[src/rtl/seq_divider_pkg.sv]
// -----------------------------------------------------------------------------
// seq_divider_pkg
// Shared EX-stage definitions for the iterative divider: FSM state encoding,
// iteration count, special-case result constants and a magnitude helper.
// -----------------------------------------------------------------------------
package seq_divider_pkg;

   localparam int DIV_WIDTH  = 32;
   localparam int DIV_CYCLES = 32;
   localparam int CNT_W      = $clog2(DIV_CYCLES);

   localparam logic [DIV_WIDTH-1:0] DIV_ZERO_QUOT = 32'hFFFF_FFFF;
   localparam logic [DIV_WIDTH-1:0] INT_MIN       = 32'h8000_0000;

   typedef enum logic [1:0] {
      DIV_IDLE = 2'd0,
      DIV_CALC = 2'd1,
      DIV_FIX  = 2'd2,
      DIV_DONE = 2'd3
   } div_state_e;

   // Absolute value of a two's-complement operand; unsigned operands pass
   // through untouched so 0xFFFFFFFF stays a large positive number.
   function automatic logic [DIV_WIDTH-1:0] magnitude(input logic [DIV_WIDTH-1:0] x,
                                                      input logic             is_signed);
      return (is_signed && x[DIV_WIDTH-1]) ? -x : x;
   endfunction

endpackage

[src/rtl/seq_divider_div_step.sv]
// -----------------------------------------------------------------------------
// seq_divider_div_step
// One restoring-division step: trial subtract of the divisor magnitude from the
// shifted partial remainder.
//   rem_shift_i   [WIDTH:0]   partial remainder shifted left with next dividend bit
//   divisor_mag_i [WIDTH-1:0] divisor magnitude
//   next_rem_o    [WIDTH-1:0] partial remainder after this step
//   q_bit_o                   quotient bit produced by this step
// -----------------------------------------------------------------------------
module seq_divider_div_step
   import seq_divider_pkg::*;
#(
   parameter int WIDTH = DIV_WIDTH
) (
   input  logic [WIDTH:0]   rem_shift_i,
   input  logic [WIDTH-1:0] divisor_mag_i,
   output logic [WIDTH-1:0] next_rem_o,
   output logic             q_bit_o
);

   logic [WIDTH:0] diff;

   // The partial remainder is always below the divisor, so the difference
   // never exceeds WIDTH bits and bit WIDTH is a reliable borrow/sign flag.
   assign diff       = rem_shift_i - {1'b0, divisor_mag_i};
   assign q_bit_o    = ~diff[WIDTH];
   assign next_rem_o = q_bit_o ? diff[WIDTH-1:0] : rem_shift_i[WIDTH-1:0];

endmodule

[src/rtl/seq_divider.sv]
// -----------------------------------------------------------------------------
// seq_divider
// Iterative restoring divider, one quotient bit per clock, signed or unsigned,
// with a start/busy/valid handshake for pipeline stalling.
//   clk_i            clock, rising edge
//   rst_i            synchronous active-high reset
//   start_i          request, accepted only when idle
//   signed_i         1 = two's-complement divide (sampled with start_i)
//   opr0_i / opr1_i  dividend / divisor (sampled with start_i)
//   busy_o           high whenever an operation is in flight
//   valid_o          one-cycle result strobe
//   quotient_o       quotient, held until the next accepted start
//   remainder_o      remainder, held until the next accepted start
//   div_zero_flag_o  divisor was zero
//   overflow_flag_o  signed INT_MIN / -1
// -----------------------------------------------------------------------------
module seq_divider
   import seq_divider_pkg::*;
#(
   parameter int WIDTH = DIV_WIDTH
) (
   input  logic             clk_i,
   input  logic             rst_i,
   input  logic             start_i,
   input  logic             signed_i,
   input  logic [WIDTH-1:0] opr0_i,
   input  logic [WIDTH-1:0] opr1_i,
   output logic             busy_o,
   output logic             valid_o,
   output logic [WIDTH-1:0] quotient_o,
   output logic [WIDTH-1:0] remainder_o,
   output logic             div_zero_flag_o,
   output logic             overflow_flag_o
);

   div_state_e       state_q;
   logic [CNT_W-1:0] cnt_q;
   logic [WIDTH-1:0] dvd_mag_q;
   logic [WIDTH-1:0] dvs_mag_q;
   logic [WIDTH-1:0] rem_q;
   logic [WIDTH-1:0] quo_q;
   logic             neg_quo_q;   // operand signs differed (signed only)
   logic             neg_rem_q;   // dividend was negative (signed only)

   logic [WIDTH:0]   rem_shift_d;
   logic [WIDTH-1:0] rem_d;
   logic             q_bit_d;

   // Dividend bits are consumed MSB first, indexed by the down-counter.
   assign rem_shift_d = {rem_q, dvd_mag_q[cnt_q]};

   seq_divider_div_step #(.WIDTH(WIDTH)) u_div_step (
      .rem_shift_i   (rem_shift_d),
      .divisor_mag_i (dvs_mag_q),
      .next_rem_o    (rem_d),
      .q_bit_o       (q_bit_d)
   );

   // NOTE: every register here is assigned with <= so all updates read the
   // pre-edge values; a blocking = would let later statements see new values.
   always_ff @(posedge clk_i) begin
      if (rst_i) begin
         state_q         <= DIV_IDLE;
         cnt_q           <= '0;
         dvd_mag_q       <= '0;
         dvs_mag_q       <= '0;
         rem_q           <= '0;
         quo_q           <= '0;
         neg_quo_q       <= 1'b0;
         neg_rem_q       <= 1'b0;
         busy_o          <= 1'b0;
         valid_o         <= 1'b0;
         quotient_o      <= '0;
         remainder_o     <= '0;
         div_zero_flag_o <= 1'b0;
         overflow_flag_o <= 1'b0;
      end else begin
         valid_o <= 1'b0;
         case (state_q)
            DIV_IDLE: begin
               if (start_i) begin
                  dvd_mag_q <= magnitude(opr0_i, signed_i);
                  dvs_mag_q <= magnitude(opr1_i, signed_i);
                  neg_quo_q <= signed_i & (opr0_i[WIDTH-1] ^ opr1_i[WIDTH-1]);
                  neg_rem_q <= signed_i & opr0_i[WIDTH-1];
                  rem_q     <= '0;
                  quo_q     <= '0;
                  cnt_q     <= CNT_W'(DIV_CYCLES - 1);
                  busy_o    <= 1'b1;
                  if (opr1_i == '0) begin
                     // Divide by zero: all-ones quotient, dividend passes through.
                     quotient_o      <= DIV_ZERO_QUOT;
                     remainder_o     <= opr0_i;
                     div_zero_flag_o <= 1'b1;
                     overflow_flag_o <= 1'b0;
                     valid_o         <= 1'b1;
                     state_q         <= DIV_DONE;
                  end else if (signed_i && opr0_i == INT_MIN && opr1_i == '1) begin
                     // -2^31 / -1 is unrepresentable; wrap to INT_MIN.
                     quotient_o      <= INT_MIN;
                     remainder_o     <= '0;
                     div_zero_flag_o <= 1'b0;
                     overflow_flag_o <= 1'b1;
                     valid_o         <= 1'b1;
                     state_q         <= DIV_DONE;
                  end else begin
                     div_zero_flag_o <= 1'b0;
                     overflow_flag_o <= 1'b0;
                     state_q         <= DIV_CALC;
                  end
               end
            end
            DIV_CALC: begin
               rem_q <= rem_d;
               quo_q <= {quo_q[WIDTH-2:0], q_bit_d};
               if (cnt_q == '0) state_q <= DIV_FIX;
               else             cnt_q   <= cnt_q - 1'b1;
            end
            DIV_FIX: begin
               // Truncating division: remainder follows the dividend's sign.
               quotient_o  <= neg_quo_q ? -quo_q : quo_q;
               remainder_o <= neg_rem_q ? -rem_q : rem_q;
               valid_o     <= 1'b1;
               state_q     <= DIV_DONE;
            end
            DIV_DONE: begin
               busy_o  <= 1'b0;
               state_q <= DIV_IDLE;
            end
            default: begin
               busy_o  <= 1'b0;
               state_q <= DIV_IDLE;
            end
         endcase
      end
   end

endmodule

[config.mk]
export PLATFORM = sky130hd
export DESIGN_NAME = seq_divider
export DESIGN_NICKNAME = d
export VERILOG_FILES = /design/src/rtl/seq_divider_pkg.sv /design/src/rtl/seq_divider_div_step.sv /design/src/rtl/seq_divider.sv
export SDC_FILE = /design/constraint.sdc
export NUM_CORES = 1
export LEC_CHECK = 0
export ABC_CLOCK_PERIOD_IN_PS = 4300
export BUFFER_PORTS_ARGS = -buffer_cell sky130_fd_sc_hd__buf_2
export CELL_PAD_IN_SITES_DETAIL_PLACEMENT = 1
export CELL_PAD_IN_SITES_GLOBAL_PLACEMENT = 1
export CORE_ASPECT_RATIO = 2
export CORE_MARGIN = 5
export CORE_UTILIZATION = 40
export CTS_CLUSTER_DIAMETER = 100
export CTS_CLUSTER_SIZE = 16
export DETAILED_ROUTE_END_ITERATION = 10
export MAX_ROUTING_LAYER = met4
export PLACE_DENSITY_LB_ADDON = 0.1
export SLEW_MARGIN = 20
export SYNTH_ARGS = -nofsm -noshare
export SYNTH_HDL_FRONTEND = slang
export SYNTH_SLANG_ARGS = --single-unit
[constraint.sdc]
create_clock -name clk_i -period 4.3 [get_ports clk_i]
set_clock_uncertainty 0.1 [all_clocks]
set_input_delay 0 -clock clk_i [delete_from_list [all_inputs] [get_ports clk_i]]
set_output_delay 0 -clock clk_i [all_outputs]
set_load 0.01 [all_outputs]
### Word-level counts from Yosys, hierarchy flattened

Cells that the tools add are included.

* bits in registers: 205
* word-level logic and storage cells: 84

* add/sub/neg operators: 6
* $lt $le $gt $ge: 1
* equality and inequality tests: 9
* muxes and demuxes: 34
* bitwise logic cells: 4
* reductions and logical operators: 16

Operators by type and width (number)
* $mux 32: 12
* $pmux 32 s2: 4
* $neg 32->32: 4
* $eq 32x32->1 const B: 2
* $sub 33x32->33: 1
* $logic_not 32->1: 1
* $mux 5: 2
* $pmux 5 s2: 1
* $mux 2: 4
* $pmux 2 s4: 1
* $reduce_and 2->1: 4
* $mux 1: 7
* $lt 5x6->1 const B: 1
* $ne 2x2->1 const B: 3
* $reduce_and 3->1: 2
* $reduce_bool 2->1: 3
* $bmux 1 s5: 1
* $logic_not 5->1: 1
* $sub 5x1->5 const B: 1
* $eq 2x2->1 const B: 2
* $logic_and 1x1->1: 4
* $pmux 1 s2: 2
* $ne 3x3->1 const B: 1
* $and 1x1->1: 2
* other kinds (4): 4

### Depth between registers and ports, before layout

* depth after elaboration: 7
* depth in mapped cells: 16

### Modules after synthesis

Synthesis repeated with hierarchy kept, for this count alone.

* cells, all modules: 1593
* area, all modules: 13182.6 um^2

Modules (own cells, without submodules)
* seq_divider: times used 1, cells each 1284, area each 10865.4 um^2, sequential area each 4103.9 um^2
* seq_divider_div_step: times used 1, cells each 309, area each 2317.2 um^2, sequential area each 0.0 um^2

### Worst setup path after synthesis

Ideal clock, no wire load.

* kind: register to register
* from: reg cnt_q[0]
* to: reg rem_q[4]
* library setup time: 130 ps
* arrival time: 4438 ps
* data required time: 4070 ps
* setup slack: -368 ps
* cell stages (with the launch flop): 17
* path buffers: 2
* period minus slack after synthesis: 4668 ps
* path through: dfxtp_1 -> buf_1 -> mux4_2 -> mux4_2 -> mux2i_1 -> ha_1 -> inv_1 -> fa_1 -> a211oi_1 -> nor2_1 -> o2111ai_1 -> a21oi_1 -> or4b_1 -> nand4_2 -> buf_4 -> mux2i_1 -> o21ai_0

* longest elaborated chain between the ends: 5

RTL lines
* from (decl): RTL line seq_divider.sv:37 `logic [CNT_W-1:0] cnt_q;`
* from (signal assigned): RTL line seq_divider.sv:88 `cnt_q <= CNT_W'(DIV_CYCLES - 1);`
* from (signal assigned): RTL line seq_divider.sv:117 `else cnt_q <= cnt_q - 1'b1;`
* $bmux 1 s5: RTL line seq_divider.sv:50 `assign rem_shift_d = {rem_q, dvd_mag_q[cnt_q]};`
* $mux 1 (implied by the code): RTL line seq_divider.sv:50
* $sub 33x32->33: RTL line seq_divider_div_step.sv:25 `assign diff = rem_shift_i - {1'b0, divisor_mag_i};`
* $mux 32: RTL line seq_divider_div_step.sv:27 `assign next_rem_o = q_bit_o ? diff[WIDTH-1:0] : rem_shift_i[WIDTH-1:0];`
* $pmux 32 s2: RTL line seq_divider.sv:79 `case (state_q)`
* to (signal assigned): RTL line seq_divider.sv:114 `rem_q <= rem_d;`
* to (decl): RTL line seq_divider.sv:40 `logic [WIDTH-1:0] rem_q;`

Every way passes these cells. The select of a mux whose other input is x is not followed.
A chain may end at the register's enable or synchronous reset.

### Worst setup path in the final report

* from: reg cnt_q[0]
* to: reg rem_q[8]

The elaborated chain is that of the path after synthesis.

==> qor.yml <==
finalSetupTns_ns: -7.58
max_cap_viol_count: 0
cts_tree: "done"
period_share_pct: 107
synthArstFlopShare_pct: 0
die_w_um: 137
tightest_slew_ns: 1.05
drive_above_1_share_pct: 17.5
min_path_type: "in -> reg"
grtUsageMet1_pct: 28.5
place.port_buffers: 135
dieHeight_um: 265
synth_common_cells: "dfxtp_1, nor2_1, nand2_1, a21oi_1, xnor2_1"
clk_path_buf_depth: 3
drt_pass1_iterations: 5
yosys.area.top_type_share_pct: 31.6
synthCells: 1627
cts-buffers-inserted: 16
syn2layout_area_growth_pct: 22.4
finalHoldViolCount: 0
synth_ff_type: "dfxtp_1"
ir_drop_v: 0.000344
grt-ovfl-total: 0
crit_type: "reg -> reg"
grt_max_degree: 90
layout_min_cycle_time_ns: 4.61
cts_root_buf: "clkbuf_16"
violations: "negative setup slack"
rsz0062_at_grt: "yes"
grt_pass1_wl_mm: 82.7
htree_levels: 1
crit_required_ns: 4.60
ant_nets: 0
ys.warnings.count: 0
syn-num-nets: 1739
final_util_pct: 49.5
whs_ns: 0.224
gp_congestion: 0.877
cp_max_fo: 7
row_count: 93
synth_edf_count: 0
post-dp-hpwl_mm: 39.9
place_inst: 2130
core-area_um2: 32100
p_per_area_nw_per_um2: 415
fillers: 4009
use_met2_pct: 55.9
cp-end-kind: "register"
ioPinCount: 136
yosysTopAreaCell: "dfxtp_1"
final_cells: 2268
slew_violations: 0
relSlewSlack_pct: 30.3
vias: 13581
critPathLaunchType: "register"
yosysMostFrequentCell: "dfxtp_1"
finalWorstSetupSlack_ns: -0.312
r2r_slack_ns: -0.31
clkLatencyLatePin_ns: 0.51
outcome: "finished with violations"
initial_core_util_pct: 40.5
grtUsageMet3_pct: 2.70
grt_pass1_vias: 14642
wl_per_cell_um: 23.8
synthDistinctLibCells: 74
seqCellArea_um2: 4110
p_leak_nw: 6.20
clock-sinks: 205
max_freq_ghz: 0.217
multi_input_area_um2: 8290
path_clk_slew_ns: 0.08
ys_seq_area_share_pct: 31.6
antenna_found_initial: 2
grt_busiest_layer: "met2"
wl_mm: 54.0
syn_avg_cell_area_um2: 7.99
dieArea_um2: 36400
grt_use_total_pct: 30.1
synth-seq-cells: 205
finalSetupViolCount: 33
vias_per_cell: 5.99
drc: 0
synth.area.top_cells: "dfxtp_1, xnor2_1, nor2_1"
cp_data_arrival_time_ns: 4.91
finalNetCount: 1950
syn-cell-area_um2: 13000
dr.first_iter.drc_count: 691
metrics by stage:
stage / worst slack (ns) / total power [mW] / cell area (µm²)
after global routing: -0.455 / 6.94 / 15900
after global placement: -0.246 / 4.66 / 14200
after detailed placement: -0.389 / 4.72 / 14200
after CTS: -0.277 / 6.53 / 15900
after floorplan: 0.00320 / 3.87 / 13000
final: -0.312 / 6.60 / 15900
sequential cells by signal (all words and copies together), names as in the netlist:
signal           cells
state_q              2
quotient_o          32
quo_q               32
busy_o               1
neg_rem_q            1
rem_q               32
cnt_q                5
valid_o              1
div_zero_flag_o      1
neg_quo_q            1
overflow_flag_o      1
dvs_mag_q           32
remainder_o         32
dvd_mag_q           32
area by class of cell:
| cell class | instances | area share [%] |
|---|---|---|
| clock buffers | 17 | 2.67 |
| repair buffers | 298 | 14.3 |
| clock inverters | 1 | 0.0315 |
| well taps | 427 | 3.36 |
| diodes | 3 | 0.0472 |
| inverters | 71 | 1.68 |
| flip-flops and latches | 205 | 25.8 |
| multi-input cells | 1246 | 52.1 |
logic make-up (layout without fill, tap and decap cells):
kind of cell / count (synthesis) / count (layout) / share of synthesized area [%]
simple gates: 546 / 546 / 19.4
compound gates: 486 / 486 / 26.4
flops: 205 / 205 / 31.6
buf+inv: 176 / 387 / 5.60
xor+xnor: 135 / 135 / 9.10
fa+ha+maj: 44 / 44 / 4.29
mux: 35 / 35 / 3.67
other cells: 0 / 3 / 0
critical path: stages, from the launching register on:
cell,delay (ns)
dfxtp_2,0.37
buf_12,0.14
mux4_2,0.50
mux4_2,0.52
mux2i_2,0.20
ha_2,0.23
inv_2,0.05
fa_2,0.35
a211oi_2,0.23
nor2_1,0.10
o2111ai_1,0.19
buf_4,0.17
a21oi_4,0.07
or4b_4,0.50
nand4_4,0.12
buf_12,0.16
buf_12,0.11
buf_16,0.11
mux2i_1,0.18
o21ai_1,0.08
placed cells by master (no fill, tap or decap), types with 6 or more instances in the layout:
| cell type | synthesis | layout |
|---|---|---|
| inv_1 | 71 | 70 |
| mux2i_1 | 24 | 21 |
| or4_1 | 11 | 11 |
| a211oi_1 | 60 | 59 |
| ha_1 | 43 | 41 |
| and3_1 | 13 | 13 |
| xnor2_1 | 97 | 97 |
| nor2_1 | 198 | 197 |
| nor3_1 | 31 | 31 |
| buf_2 | 9 | 134 |
| o21ai_0 | 84 | 66 |
| mux4_2 | 10 | 10 |
| nand2_1 | 171 | 171 |
| or3_1 | 17 | 17 |
| nand4_1 | 16 | 16 |
| a21o_1 | 14 | 14 |
| o211ai_1 | 20 | 20 |
| buf_12 | 0 | 9 |
| a31oi_1 | 10 | 10 |
| o31ai_1 | 20 | 20 |
| o21ai_1 | 2 | 20 |
| buf_4 | 5 | 69 |
| a311oi_1 | 20 | 20 |
| a21oi_1 | 104 | 102 |
| xor2_1 | 38 | 38 |
| dlygate4sd3_1 | 0 | 79 |
| o41ai_1 | 15 | 15 |
| a22oi_1 | 57 | 56 |
| clkbuf_16 | 0 | 17 |
| nand2b_1 | 14 | 14 |
| and2_1 | 9 | 9 |
| o21a_1 | 6 | 6 |
| nor4_1 | 9 | 9 |
| dfxtp_1 | 205 | 204 |
| a211oi_2 | 30 | 31 |
| nand3_1 | 30 | 28 |
power breakdown:
group          switching [mW]  total (mW)  internal [mW]
clock                   0.736        1.44          0.704
combinational            1.73        2.89           1.16
sequential              0.154        2.27           2.12
total                    2.62        6.60           3.98
timing repair:
item                       4_1_cts  5_1_grt
buffers inserted                32        5
hold endpoints to repair       132        0
resized for setup               39        7
hold buffers                    79        0
setup endpoints to repair       33       33
pin swaps                        9        8
gates cloned                     3        0
layer usage:
metal	vias to the layer above	wire, µm	share of wire (%)
li1	6280	-	-
met1	6781	18500	34
met4	0	4500	8.3
met5	-	0	0
met2	329	29600	55
met3	191	1400	2.6
path summary, 6_finish.rpt:
kind | from | endpoint | cells past startpoint
max | cnt_q[0] | rem_q[8] | 19
min | opr1_i[0] | dvs_mag_q[0] | 4
max reg2reg | cnt_q[0] | rem_q[8] | 19
min reg2reg | quotient_o[25] | quotient_o[25] | 2
(Power assumes the default switching activity.)
